## src/rtl/emu_osc_pkg.sv

```systemverilog
// Shared types and helpers for the emulated-time oscillator.
// Used by the timekeeper datapath and its config shadow.
package emu_osc_pkg;

   typedef enum logic [1:0] {
      IDLE,
      LOW,
      HIGH
   } osc_state_t;

   function automatic logic [63:0] dt_max(input int unsigned w);
      if (w >= 64) return '1;
      return (64'd1 << w) - 64'd1;
   endfunction

   // A zero half-period would stall time, so it becomes one LSB.
   function automatic logic [63:0] clamp1(input logic [63:0] v);
      return (v == '0) ? 64'd1 : v;
   endfunction

endpackage

```

## src/rtl/emu_osc_timekeeper_if.sv

```systemverilog
// Half-period configuration handshake between a host and the
// oscillator.
interface emu_osc_timekeeper_if #(
   parameter int DT_WIDTH = 27
);

   logic                cfg_valid;
   logic                cfg_ready;
   logic [DT_WIDTH-1:0] cfg_lo;
   logic [DT_WIDTH-1:0] cfg_hi;

   modport master (
      output cfg_valid,
      output cfg_lo,
      output cfg_hi,
      input  cfg_ready
   );

   modport slave (
      input  cfg_valid,
      input  cfg_lo,
      input  cfg_hi,
      output cfg_ready
   );

endinterface

```

## src/rtl/emu_osc_cfg_shadow.sv

```systemverilog
// One-deep shadow for new half-periods; held until the datapath
// strobes apply at a safe point.
module emu_osc_cfg_shadow
   import emu_osc_pkg::*;
#(
   parameter int DT_WIDTH = 27
) (
   input  logic                emu_clk,
   input  logic                emu_rst_n,
   emu_osc_timekeeper_if.slave cfg,
   input  logic                apply,
   output logic                full,
   output logic [DT_WIDTH-1:0] sh_lo,
   output logic [DT_WIDTH-1:0] sh_hi
);

   logic load;

   assign load          = cfg.cfg_valid & ~full;
   assign cfg.cfg_ready = ~full;

   always_ff @(posedge emu_clk or negedge emu_rst_n) begin
      if (!emu_rst_n) begin
         full  <= 1'b0;
         sh_lo <= '0;
         sh_hi <= '0;
      end else if (apply) begin
         full  <= 1'b0;
      end else if (load) begin
         full  <= 1'b1;
         sh_lo <= cfg.cfg_lo;
         sh_hi <= cfg.cfg_hi;
      end
   end

endmodule

```

## src/rtl/emu_osc_timekeeper.sv

```systemverilog
// Emulated-time oscillator: counts down time to the next edge and
// requests that as the maximum timestep.
module emu_osc_timekeeper
   import emu_osc_pkg::*;
#(
   parameter int DT_WIDTH   = 27,
   parameter int CNT_WIDTH  = 32,
   parameter int LO_DEFAULT = 100,
   parameter int HI_DEFAULT = 100
) (
   input  logic                 emu_clk,
   input  logic                 emu_rst_n,
   input  logic                 enable,
   input  logic [DT_WIDTH-1:0]  emu_dt,
   output logic [DT_WIDTH-1:0]  dt_req,
   output logic                 clk_val,
   emu_osc_timekeeper_if.slave  cfg,
   output logic [CNT_WIDTH-1:0] cycle_count,
   output logic                 overshoot_err
);

   localparam logic [DT_WIDTH-1:0] DT_ONES =
      DT_WIDTH'(dt_max(DT_WIDTH));
   localparam logic [DT_WIDTH-1:0] LO_RST =
      DT_WIDTH'(clamp1(64'(LO_DEFAULT)));
   localparam logic [DT_WIDTH-1:0] HI_RST =
      DT_WIDTH'(clamp1(64'(HI_DEFAULT)));

   osc_state_t          state_q, state_d;
   logic [DT_WIDTH-1:0] t_rem_q, t_rem_d;
   logic [DT_WIDTH-1:0] lo_q, hi_q, lo_d, hi_d;
   logic [DT_WIDTH-1:0] dt_d;
   logic [DT_WIDTH-1:0] sh_lo, sh_hi, sh_lo_c, sh_hi_c;
   logic [DT_WIDTH-1:0] next_lo;
   logic                clk_d, cnt_inc, ovs, apply, hit, sh_full;

   emu_osc_cfg_shadow #(
      .DT_WIDTH (DT_WIDTH)
   ) u_shadow (
      .emu_clk   (emu_clk),
      .emu_rst_n (emu_rst_n),
      .cfg       (cfg),
      .apply     (apply),
      .full      (sh_full),
      .sh_lo     (sh_lo),
      .sh_hi     (sh_hi)
   );

   assign sh_lo_c = DT_WIDTH'(clamp1(64'(sh_lo)));
   assign sh_hi_c = DT_WIDTH'(clamp1(64'(sh_hi)));
   assign next_lo = sh_full ? sh_lo_c : lo_q;
   assign hit     = (emu_dt != '0) && (emu_dt >= t_rem_q);

   always_ff @(posedge emu_clk or negedge emu_rst_n) begin
      if (!emu_rst_n) state_q <= IDLE;
      else            state_q <= state_d;
   end

   always_comb begin
      state_d = state_q;
      unique case (state_q)
         IDLE: state_d = enable ? LOW : IDLE;
         LOW: begin
            if (!enable)  state_d = IDLE;
            else if (hit) state_d = HIGH;
         end
         HIGH: begin
            if (!enable)  state_d = IDLE;
            else if (hit) state_d = LOW;
         end
         default: state_d = IDLE;
      endcase
   end

   // Enable drop beats a coincident edge and ignores emu_dt.
   always_comb begin
      t_rem_d = t_rem_q;
      clk_d   = clk_val;
      cnt_inc = 1'b0;
      ovs     = 1'b0;
      apply   = 1'b0;
      unique case (state_q)
         IDLE: begin
            apply   = sh_full;
            clk_d   = 1'b0;
            t_rem_d = enable ? next_lo : '0;
         end
         LOW: begin
            if (!enable) begin
               t_rem_d = '0;
               clk_d   = 1'b0;
            end else if (hit) begin
               clk_d   = 1'b1;
               t_rem_d = hi_q;
               cnt_inc = 1'b1;
               ovs     = emu_dt > t_rem_q;
            end else begin
               t_rem_d = t_rem_q - emu_dt;
            end
         end
         HIGH: begin
            if (!enable) begin
               t_rem_d = '0;
               clk_d   = 1'b0;
            end else if (hit) begin
               clk_d   = 1'b0;
               apply   = sh_full;
               t_rem_d = next_lo;
               ovs     = emu_dt > t_rem_q;
            end else begin
               t_rem_d = t_rem_q - emu_dt;
            end
         end
         default: begin
            t_rem_d = '0;
            clk_d   = 1'b0;
         end
      endcase
      lo_d = apply ? sh_lo_c : lo_q;
      hi_d = apply ? sh_hi_c : hi_q;
      dt_d = (state_d == IDLE) ? DT_ONES : t_rem_d;
   end

   always_ff @(posedge emu_clk or negedge emu_rst_n) begin
      if (!emu_rst_n) begin
         t_rem_q       <= '0;
         lo_q          <= LO_RST;
         hi_q          <= HI_RST;
         clk_val       <= 1'b0;
         dt_req        <= DT_ONES;
         cycle_count   <= '0;
         overshoot_err <= 1'b0;
      end else begin
         t_rem_q <= t_rem_d;
         lo_q    <= lo_d;
         hi_q    <= hi_d;
         clk_val <= clk_d;
         dt_req  <= dt_d;
         if (cnt_inc) cycle_count <= cycle_count + CNT_WIDTH'(1);
         if (ovs)     overshoot_err <= 1'b1;
      end
   end

endmodule

```

## src/flat_wrapper.sv

```systemverilog
// flat-port wrapper written by rule: the top's interface ports become plain ports
module emu_osc_timekeeper_flat import emu_osc_pkg::*;
#(
   parameter int DT_WIDTH   = 27,
   parameter int CNT_WIDTH  = 32,
   parameter int LO_DEFAULT = 100,
   parameter int HI_DEFAULT = 100
)
  (emu_clk, emu_rst_n, enable, emu_dt, dt_req, clk_val, cycle_count, overshoot_err, cfg_cfg_valid, cfg_cfg_lo, cfg_cfg_hi, cfg_cfg_ready);
  emu_osc_timekeeper_if #(.DT_WIDTH(DT_WIDTH)) cfg_i ();
  input  logic emu_clk;
  input  logic emu_rst_n;
  input  logic enable;
  input  logic [DT_WIDTH-1:0] emu_dt;
  output logic [DT_WIDTH-1:0] dt_req;
  output logic clk_val;
  output logic [CNT_WIDTH-1:0] cycle_count;
  output logic overshoot_err;
  input wire logic [$bits(cfg_i.cfg_valid)-1:0] cfg_cfg_valid;
  input wire logic [$bits(cfg_i.cfg_lo)-1:0] cfg_cfg_lo;
  input wire logic [$bits(cfg_i.cfg_hi)-1:0] cfg_cfg_hi;
  output wire logic [$bits(cfg_i.cfg_ready)-1:0] cfg_cfg_ready;
  assign cfg_i.cfg_valid = cfg_cfg_valid;
  assign cfg_i.cfg_lo = cfg_cfg_lo;
  assign cfg_i.cfg_hi = cfg_cfg_hi;
  assign cfg_cfg_ready = cfg_i.cfg_ready;
  emu_osc_timekeeper #(.DT_WIDTH(DT_WIDTH), .CNT_WIDTH(CNT_WIDTH), .LO_DEFAULT(LO_DEFAULT), .HI_DEFAULT(HI_DEFAULT)) u_core (.emu_clk(emu_clk), .emu_rst_n(emu_rst_n), .enable(enable), .emu_dt(emu_dt), .dt_req(dt_req), .clk_val(clk_val), .cfg(cfg_i), .cycle_count(cycle_count), .overshoot_err(overshoot_err));
endmodule
```

## config.mk

```make
export PLATFORM = sky130hd
export DESIGN_NAME = emu_osc_timekeeper_flat
export DESIGN_NICKNAME = d
export VERILOG_FILES = /design/src/rtl/emu_osc_pkg.sv /design/src/rtl/emu_osc_timekeeper_if.sv /design/src/rtl/emu_osc_cfg_shadow.sv /design/src/rtl/emu_osc_timekeeper.sv /design/src/flat_wrapper.sv
export SDC_FILE = /design/constraint.sdc
export NUM_CORES = 1
export LEC_CHECK = 0
export BUFFER_PORTS_ARGS = -buffer_cell sky130_fd_sc_hd__buf_4
export CORE_UTILIZATION = 55
export DETAILED_ROUTE_END_ITERATION = 8
export PLACE_DENSITY_LB_ADDON = 0.3
export SETUP_SLACK_MARGIN = 0.5
export SLEW_MARGIN = 20
export SYNTH_ARGS = -nofsm -noshare
export SYNTH_HDL_FRONTEND = slang
export SYNTH_HIERARCHICAL = 1
export SYNTH_SLANG_ARGS = --single-unit
```

## constraint.sdc

```tcl
create_clock -name emu_clk -period 4.8 [get_ports emu_clk]
set_clock_uncertainty 0.15 [all_clocks]
set_input_delay 0.24 -clock emu_clk [delete_from_list [all_inputs] [get_ports emu_clk]]
set_output_delay 0.24 -clock emu_clk [all_outputs]
set_load 0.01 [all_outputs]
```

; ---- Word-level counts from Yosys, hierarchy flattened
; Cells that the tools add are included.
[op_classes]
n_addsub = 2
magnitude_cmp = 2
n_eq_ne = 4
mux = 32
bitwise_logic = 3
n_reduce_logical = 10
[ops]
columns = op, count
row1 = $mux W27, 9
row2 = $pmux W27 S3, 1
row3 = $logic_not A27 Y1, 2
row4 = $add A32 B1 Y32 const B, 1
row5 = $ge A27 B27 Y1, 1
row6 = $gt A27 B27 Y1, 1
row7 = $reduce_bool A27 Y1, 1
row8 = $sub A27 B27 Y27, 1
row9 = $mux W1, 15
row10 = $mux W2, 4
row11 = $ne A3 B2 Y1 const B, 2
row12 = $pmux W2 S3, 1
row13 = $logic_not A2 Y1, 2
row14 = $pmux W1 S2, 2
row15 = $reduce_and A2 Y1, 2
row16 = $eq A2 B1 Y1 const B, 1
row17 = $eq A2 B2 Y1 const B, 1
row18 = $not A1 Y1, 2
row19 = $reduce_bool A2 Y1, 1
row20 = $reduce_or A2 Y1, 1
row21 = $and A1 B1 Y1, 1
row22 = $logic_and A1 B1 Y1, 1
[word_totals]
register_bits = 199
input_bits = 85
out_inout_bits = 62
word_cells = 64

; ---- Logic depth before layout (Yosys ltp)
; Gate-level depths: netlist (run 1).
[logic_depth]
word_depth = 7
depth_mapped = 17
depth_no_buf = 12

; ---- Cells and area by module
; Netlist (run 1), hierarchy kept.
[modules_own_cells]
columns = module, instances, cells_per_inst, area_per_inst_um2, seq_area_each_um2
row1 = emu_osc_timekeeper, 1, 792, 8209.1, 3644.7
row2 = emu_osc_cfg_shadow, 1, 119, 2307.2, 1376.3

; ---- Worst setup path after synthesis (run 1)
; OpenSTA, ideal clock, no wires.
[synth_path]
kind = flip-flop to flip-flop
from = reg u_core.t_rem_q[10]
to = reg u_core.u_shadow.sh_hi[0]
setup_ns = 0.125
t_arrival_ns = 3.149
slack_ns = 1.376
path_stages_with_launch = 16
path_buffers = 5
period_less_slack_ns = 3.424
path_cell_list = dfrtp_1 ha_1 clkbuf_1 nand3_1 a211oi_2 o2111a_2 o21a_2 nor3_2 o21ai_1 buf_4 buf_6 inv_1 nor3b_2 buf_6 buf_12 mux2_4
[synth_between]
elab_chain_cells = 7
[synth_rtl]
columns = item, line_no
row1 = from (decl), emu_osc_timekeeper.sv:30  ; logic [DT_WIDTH-1:0] t_rem_q, t_rem_d;
row2 = from (signal assigned), emu_osc_timekeeper.sv:134  ; t_rem_q <= t_rem_d;
row3 = $ge A27 B27 Y1, emu_osc_timekeeper.sv:52  ; assign hit = (emu_dt != '0) && (emu_dt >= t_rem_q);
row4 = $logic_and A1 B1 Y1, emu_osc_timekeeper.sv:52
row5 = $mux W1, emu_osc_timekeeper.sv:105  ; end else if (hit) begin
row6 = $mux W1, emu_osc_timekeeper.sv:102  ; if (!enable) begin
row7 = $pmux W1 S2, emu_osc_timekeeper.sv:82  ; unique case (state_q)
row8 = via u_core.apply, emu_osc_timekeeper.sv:35  ; logic clk_d, cnt_inc, ovs, apply, hit, sh_full;
row9 = $not A1 Y1 (no source line), n/a
row10 = $reduce_and A2 Y1 (no source line), n/a
row11 = to (signal assigned), emu_osc_cfg_shadow.sv:32  ; sh_hi <= cfg.cfg_hi;
row12 = to (decl), emu_osc_cfg_shadow.sv:14  ; output logic [DT_WIDTH-1:0] sh_hi
; The timed path passes the listed nets, and every way through them passes these cells.
; A chain may end at the register's enable or synchronous reset.

; ---- Worst setup path after layout (run 1)
[layout_path]
from = reg u_core.t_rem_q[3]
to = reg u_core.u_shadow.sh_lo[23]
[layout_between]
elab_chain_cells = 7
[layout_rtl]
columns = item, line_no
row1 = $ge A27 B27 Y1, emu_osc_timekeeper.sv:52
row2 = $logic_and A1 B1 Y1, emu_osc_timekeeper.sv:52
row3 = $mux W1, emu_osc_timekeeper.sv:105
row4 = $mux W1, emu_osc_timekeeper.sv:102
row5 = $pmux W1 S2, emu_osc_timekeeper.sv:82
row6 = via u_core.apply, emu_osc_timekeeper.sv:35
row7 = $not A1 Y1 (no source line), n/a
row8 = $reduce_and A2 Y1 (no source line), n/a
row9 = to (signal assigned), emu_osc_cfg_shadow.sv:31  ; sh_lo <= cfg.cfg_lo;
row10 = to (decl), emu_osc_cfg_shadow.sv:13  ; output logic [DT_WIDTH-1:0] sh_lo,
; The timed path passes the listed nets, and every way through them passes these cells.

==> results.py, run 1 <==
metrics = {
    "global_route": {
        "grt_overflow": 0,
        "busiest_layer": "met2",
        "use_met3_pct": 4.75,
        "met1_usage_pct": 39.9,
        "grt_max_degree": 108,
        "grt_pass1_wl_um": 42000,
        "first_global_vias": 7714,
        "met2_usage_pct": 43.6,
        "grt_use_total_pct": 27.9,
        "antenna_found_initial": 0,
    },
    "clock_tree": {
        "insertion_delay_ps": 440,
        "cts_tree": "yes",
        "cts.repair.resized": 0,
        "cts.path.max_buffers": 2,
        "htree_levels": 4,
        "cts_root_buf": "clkbuf_16",
        "clkSinkCount": 199,
        "cts_buffers": 17,
        "clk_pin_slew_ps": 70,
    },
    "critical_path": {
        "reg2reg_to": "u_core/u_shadow/sh_lo[23]",
        "start_kind": "flop",
        "cp_data_required_time_ps": 4970,
        "cp_max_fo": 39,
        "worstSetupPathType": "flop to flop",
        "cp_data_arrival_time_ps": 3920,
        "endpoint_kind": "flop",
        "rrSetupSlack_ps": 1060,
        "rr_worst_depth": 12,
        "rr_startpoint": "u_core/t_rem_q[3]",
    },
    "min_path": {
        "holdCritPathClass": "primary input to async pin",
    },
    "yosys": {
        "synthCells": 911,
        "avgSynthCellArea_um2": 11.5,
        "ys_async_sr_fraction_pct": 100,
        "yosysWarningCount": 6,
        "synth_seq_cells": 199,
        "synth_edf_count": 0,
        "yosysUniqueCellTypes": 71,
        "syn_area_um2": 10500,
        "ys.flop_type": "dfrtp_1",
        "ys_seq_area_share_pct": 47.7,
        "syn_nets": 1029,
    },
    "cells_and_area": {
        "nets": 1213,
        "drive_gt1_share_pct": 31.4,
        "n_antenna_cell": 0,
        "areaGrowthSynthToFinish_pct": 21.7,
        "fin_cells": 1342,
    },
    "power_and_ir_drop": {
        "ir_drop_mv": 0.334,
        "powerDensity_nw_per_um2": 621,
        "p_sw_mw": 3.03,
        "netSwitchingFraction_pct": 38.2,
        "p_seq_share_pct": 38.1,
        "p_comb_share_pct": 44.9,
        "power_frac_clock_pct": 17.0,
        "intPower_mw": 4.91,
        "p_total_mw": 7.94,
        "total_leakage_power_nw": 5.86,
    },
    "floorplan": {
        "io_pins": 147,
        "fp.dieW_um": 140,
        "die-area_um2": 19700,
        "coreArea_um2": 18700,
        "initial_core_util_pct": 56.2,
        "rows": 50,
        "die-height_um": 140,
    },
    "drt": {
        "routed_wl_um": 26500,
        "dr.first_iter.drc_count": 728,
        "vias": 7895,
        "drt-wirelength-per-cell_um": 19.8,
        "drc": 0,
        "first_pass_iters": 7,
        "antenna_left": 0,
        "routed_via_density": 5.88,
    },
    "timing": {
        "worst_slack_ps": 1060,
        "hold_viol_final": 0,
        "tightest_slew_ps": 998,
        "hold_slack_ps": 277,
        "maxSlewHeadroom_pct": 33.5,
        "rsz0062_at_grt": "no",
        "timing.final.crit_share_pct": 78.0,
        "setup_viol": 0,
        "tns_ps": 0,
        "fin_crit_ps": 3740,
        "fmax_mhz": 267,
        "slew_viol_final": 0,
    },
    "placed_design": {
        "dp_cells": 1253,
        "place_congestion": 0.912,
        "placement.io_buffers": 146,
        "dp_slack_ps": 1110,
        "dpl.hpwl_um": 18300,
    },
    "outcome": {
        "outcome": "finished, final reports clean",
    },
    "job": {
        "max-cap-violations": 0,
    },
}
==> sequential cells by signal, summed over array words and instances (netlist names) <==
| signal | count |
|---|---|
| u_core/t_rem_q | 27 |
| u_core/lo_q | 27 |
| u_core/hi_q | 27 |
| u_core/u_shadow/full | 1 |
| u_core/state_q | 2 |
| u_core/u_shadow/sh_lo | 27 |
| u_core/clk_val | 1 |
| u_core/overshoot_err | 1 |
| u_core/dt_req | 27 |
| u_core/u_shadow/sh_hi | 27 |
| u_core/cycle_count | 32 |
==> cells in the mapped netlist (4+ instances only) <==
library cell    n  area share [%]
dfrtp_1       166              40
mux2_2         61             6.5
mux2_4         50             7.1
nand2_1        48             1.7
inv_1          44             1.6
a21oi_1        41             2.0
xnor2_1        37             3.1
nor2_1         34             1.2
dfstp_2        33             8.2
ha_1           32             3.8
nand2b_1       30             1.8
nand3_1        27             1.3
o21ai_0        24             1.1
nor3_1         21             1.0
a221oi_1       19             1.6
nor4_1         19             1.1
xor2_1         18             1.5
buf_2          17            0.81
mux2_1         15             1.6
nand4_1        15            0.89
clkbuf_1       14            0.50
a21o_1         10            0.71
a211oi_1        8            0.57
a22oi_1         8            0.57
a31oi_1         8            0.48
and2_1          8            0.48
mux2i_1         8            0.76
o21a_1          6            0.43
a211o_1         5            0.42
and3_1          5            0.30
and4_1          5            0.42
buf_12          5            0.95
buf_6           5            0.54
o211ai_1        4            0.29
o21ai_1         4            0.19
==> worst max-delay path: stages, from the launching register on <==
cell      delay, ps
dfrtp_1         370
ha_1            410
a21o_1          150
a21oi_1         110
a211oi_2        360
o2111a_2        310
o21a_2          200
nor3_2           90
o21ai_4         150
inv_1           100
nor3b_4         200
buf_4           600
mux2_2          420
==> power by group through the flow <==
stage               registers, mW  logic [mW]  clock network, mW
finish                       3.02        3.57               1.35
global route                 3.10        3.83               1.44
CTS                          3.01        3.51               1.38
detailed placement           3.03        3.43                  0
global placement             3.00        3.39                  0
floorplan                    2.86        2.61                  0
==> logic make-up (layout without fill, tap and decap cells) <==
group / count (synthesis) / after routing / share of synthesized area, %
compound gates: 171 / 171 / 11.3
xor+xnor: 55 / 55 / 4.58
buf+inv: 89 / 286 / 4.54
fa+ha+maj: 33 / 33 / 4.00
simple gates: 230 / 230 / 11.8
mux: 134 / 134 / 16.0
flops: 199 / 199 / 47.7
==> through the flow <==
stage                     util (%)  area (um^2)
after floorplan                  -        10500
after global placement        62.4        11700
after CTS                     68.4        12800
after global routing          68.4        12800
final                         68.4        12800
after detailed placement      62.4        11700
==> cell type report <==
| class | count | area, um^2 |
|---|---|---|
| Clock buffer | 19 | 433 |
| Clock inverter | 13 | 111 |
| Timing Repair Buffer | 209 | 1730 |
| Tap cell | 234 | 293 |
| Sequential cell | 199 | 5020 |
| Fill cell | 1387 | 5910 |
| Inverter | 45 | 169 |
| Multi-Input combinational cell | 623 | 5040 |
==> worst max-delay path by stage <==
stage | slack [ps] | to | depth (start not counted) | startpoint
after global routing | 910 | u_core/u_shadow/sh_lo[22] | 12 | u_core/t_rem_q[1]
final | 1060 | u_core/u_shadow/sh_lo[23] | 12 | u_core/t_rem_q[3]
after CTS | 1070 | u_core/u_shadow/sh_lo[21] | 12 | u_core/t_rem_q[3]
after floorplan | 1380 | u_core/u_shadow/sh_hi[0] | 15 | u_core/t_rem_q[10]
after detailed placement | 1110 | u_core/u_shadow/sh_lo[23] | 14 | emu_dt[1]
after global placement | 1130 | u_core/u_shadow/sh_lo[23] | 14 | emu_dt[3]
==> repair_timing <==
item | in CTS | in global routing
hold endpoints to repair | 125 | 0
hold buffers | 57 | 0
setup buffers | 0 | 0
==> placed cells by master, fill, tap and decap left out, drive strengths merged, types with 10 or more instances in the layout <==
master / count
mux2: 126
nor4: 20
ha: 32
a21o: 10
dfrtp: 166
nand2b: 30
o21ai: 29
dlygate4sd3: 57
nand4: 15
inv: 53
buf: 151
a21oi: 43
a221oi: 19
dfstp: 33
xor2: 18
nor3: 24
nand2: 49
nand3: 28
nor2: 35
clkbuf: 20
xnor2: 37
==> metal layers <==
layer / wire length, um / vias up
li1: - / 3663
met5: 0 / -
met3: 1590 / 30
met2: 12400 / 294
met1: 12100 / 3908
met4: 432 / 0
No activity file was read; power rests on OpenSTA's default activity.
==> inputs of run 2 (changes only) <==
ABC_AREA = 1   (was unset)
clock period = 3.75 ns   (was 4.8 ns; I/O delays follow)
==> run 2 against run 1 <==
Against the previous run: sequential cell count is the same; sequential power grew 21%; largest power group unchanged; largest cell class unchanged; count of clock-buffer cells in the layout shrank 2; non-clock buffer count grew 8; setup slack lost 440 ps.
==> results.py, run 2 <==
metrics = {
    "outcome": {
        "outcome": "finished, final reports clean",
    },
    "yosys": {
        "syn_nets": 1679,
        "yosys-top-cells-area": "dfrtp_1 (36%), nand2_1 (18%), dfstp_2 (7.4%)",
        "synth.most_common_cell": "nand2_1",
        "ys.flop_type": "dfrtp_1",
        "syn_area_um2": 11600,
        "yosysUniqueCellTypes": 50,
        "yosysWarningCount": 6,
        "synth_commonest_cells": "nand2_1 (553), inv_1 (188), dfrtp_1 (166), nand3_1 (129), nor2_1 (65)",
        "synth_edf_count": 0,
        "avgSynthCellArea_um2": 7.46,
        "synth_seq_cells": 199,
        "synthCells": 1561,
        "yosysTopAreaCell": "dfrtp_1",
        "synth_top_area_share_pct": 35.7,
        "ys_async_sr_fraction_pct": 100,
        "ys_seq_area_share_pct": 43.1,
    },
    "timing": {
        "hold_slack_ps": 120,
        "setup_viol": 0,
        "timing.final.crit_share_pct": 83.5,
        "rsz0062_at_grt": "yes",
        "fmax_mhz": 319,
        "tightest_slew_ps": 828,
        "slew_viol_final": 0,
        "fin_crit_ps": 3130,
        "maxSlewHeadroom_pct": 44.3,
        "hold_viol_final": 0,
    },
    "min_path": {
        "holdCritPathClass": "primary input to flop",
    },
    "clock_tree": {
        "clk_pin_slew_ps": 80,
        "insertion_delay_ps": 440,
        "cts_buffers": 17,
        "clkSinkCount": 199,
        "cts_root_buf": "clkbuf_16",
        "htree_levels": 4,
        "cts.path.max_buffers": 2,
        "cts_tree": "yes",
    },
    "floorplan": {
        "rows": 52,
        "initial_core_util_pct": 56.8,
        "coreArea_um2": 20500,
        "io_pins": 147,
        "die-area_um2": 21700,
        "die-height_um": 147,
        "fp.dieW_um": 147,
    },
    "drt": {
        "drt-wirelength-per-cell_um": 17.0,
        "first_pass_iters": 6,
        "routed_wl_um": 34400,
        "vias": 11200,
        "routed_via_density": 5.52,
        "dr.first_iter.drc_count": 1127,
        "antenna_left": 0,
        "drc": 0,
    },
    "global_route": {
        "grt_pass1_wl_um": 54300,
        "antenna_found_initial": 0,
        "first_global_vias": 10500,
        "grt_max_degree": 94,
        "grt_overflow": 0,
        "grt_use_total_pct": 32.0,
    },
    "critical_path": {
        "worstSetupPathType": "flop to flop",
        "critPathCapture": "u_core/dt_req[3]",
        "reg2reg_to": "u_core/dt_req[3]",
        "cp_max_fo": 32,
        "rr_worst_depth": 15,
        "start_kind": "flop",
        "endpoint_kind": "flop",
        "cp_data_required_time_ps": 3960,
        "rr_startpoint": "u_core/t_rem_q[17]",
        "cp_data_arrival_time_ps": 3340,
        "rrSetupSlack_ps": 620,
        "startpoint": "u_core/t_rem_q[17]",
    },
    "power_and_ir_drop": {
        "intPower_mw": 5.85,
        "ir_drop_mv": 0.453,
        "total_leakage_power_nw": 7.45,
        "p_comb_share_pct": 47.4,
        "p_total_mw": 10.7,
        "powerDensity_nw_per_um2": 756,
        "netSwitchingFraction_pct": 45.2,
        "power_frac_clock_pct": 18.4,
        "p_seq_share_pct": 34.2,
        "p_sw_mw": 4.82,
    },
    "placed_design": {
        "dp_cells": 1929,
        "dpl.hpwl_um": 23700,
        "place_congestion": 0.900,
        "placement.io_buffers": 146,
        "dpl-instance-area_um2": 12800,
    },
    "cells_and_area": {
        "areaGrowthSynthToFinish_pct": 21.2,
        "largest_register_ffs": 32,
        "regMostFlops": "u_core/cycle_count",
        "final_cell_mix": "nand2_1 (552), inv_1 (188), dfrtp_1 (166)",
        "design_area_um2": 14100,
        "fin_cells": 2024,
        "final_common_cell": "nand2_1",
        "drive_gt1_share_pct": 17.2,
        "nets": 1859,
        "n_antenna_cell": 0,
    },
    "job": {
        "max-cap-violations": 0,
    },
}
run 2: cell count changes in the layout (fill, tap and decap cells not counted), sizes merged, moves of 19 or more:
cell    previous run  this run
nand2             49       586
inv               53       199
mux2             126         0
nand3             28       131
o21ai             29        86
nor2              35        76
nand2b            30         0
nand4             15        35
a221oi            19         0
run 2: how the worst min path moves through the flow:
stage                  startpoint                  endpoint  slack (ps)  depth (start not counted)
global route        cfg_cfg_valid  u_core/u_shadow/sh_lo[1]         140                          3
floorplan               emu_rst_n            u_core/clk_val        -260                          0
global placement        emu_rst_n        u_core/t_rem_q[14]         160                          1
CTS                 cfg_cfg_valid  u_core/u_shadow/sh_lo[1]         110                          3
detailed placement      emu_rst_n        u_core/t_rem_q[15]         180                          1
finish              cfg_cfg_valid  u_core/u_shadow/sh_lo[1]         120                          3
run 2: layer usage:
layer  wire length (um)  GRT usage [%]  up-vias
met5                  0              0        -
met4                676           8.81        0
met3               2490           4.69       67
met2              15800           50.3      519
met1              15400           46.3     5276
li1                   -              -     5305
run 2: power by group through the flow:
stage                     clock, mW  combinational [mW]  sequential, mW
after floorplan                   0                3.41            3.59
after global placement            0                4.56            3.63
after detailed placement          0                4.65            3.66
after CTS                      1.99                4.81            3.62
after global routing           2.08                5.58            3.73
final                          1.97                5.06            3.65
run 2: layout make-up:
type / instances / area, um^2
timing repair buffer: 217 / 1800
clock buffer: 17 / 425
tap: 270 / 338
clock inverter: 15 / 210
inverter: 194 / 728
multi-input combinational: 1112 / 5590
sequential: 199 / 5020
fill: 1690 / 6390
run 2: worst max-delay path, stage by stage (launching register included):
cell and delay [ps]:
dfrtp_1 390, ha_1 380, nand2_2 170, inv_2 50, a21oi_2 160, nand2_1 90, a21oi_1 160, nand2_2 120
nand2_4 190, nand2_8 70, buf_8 190, nand2_4 200, nand2_1 120, o211ai_4 240, nand2_8 180, nand2_1 190
run 2: through the flow:
stage                     setup TNS, ps  util (%)  setup WS [ps]
final                                 0      68.8            618
after global routing                  0      68.8            480
after CTS                             0      68.4            511
after detailed placement          -6980      62.4           -183
after global placement            -4290      62.4          -92.2
after floorplan                       0         -           1090
run 2: logic make-up after synthesis:
| kind of cell | count (synthesis) | synth area share, % |
|---|---|---|
| simple gates | 883 | 33.2 |
| buf+inv | 255 | 9.67 |
| xor+xnor | 44 | 3.31 |
| flops | 199 | 43.1 |
| compound gates | 147 | 7.06 |
| fa+ha+maj | 33 | 3.61 |
run 2: what timing repair did:
item                       CTS  global route
hold buffers                55             0
setup endpoints to repair   81            90
buffers inserted             0             3
pin swaps                    1             4
cloned                       2             3
hold endpoints to repair   116             0
gates resized for setup      3             6
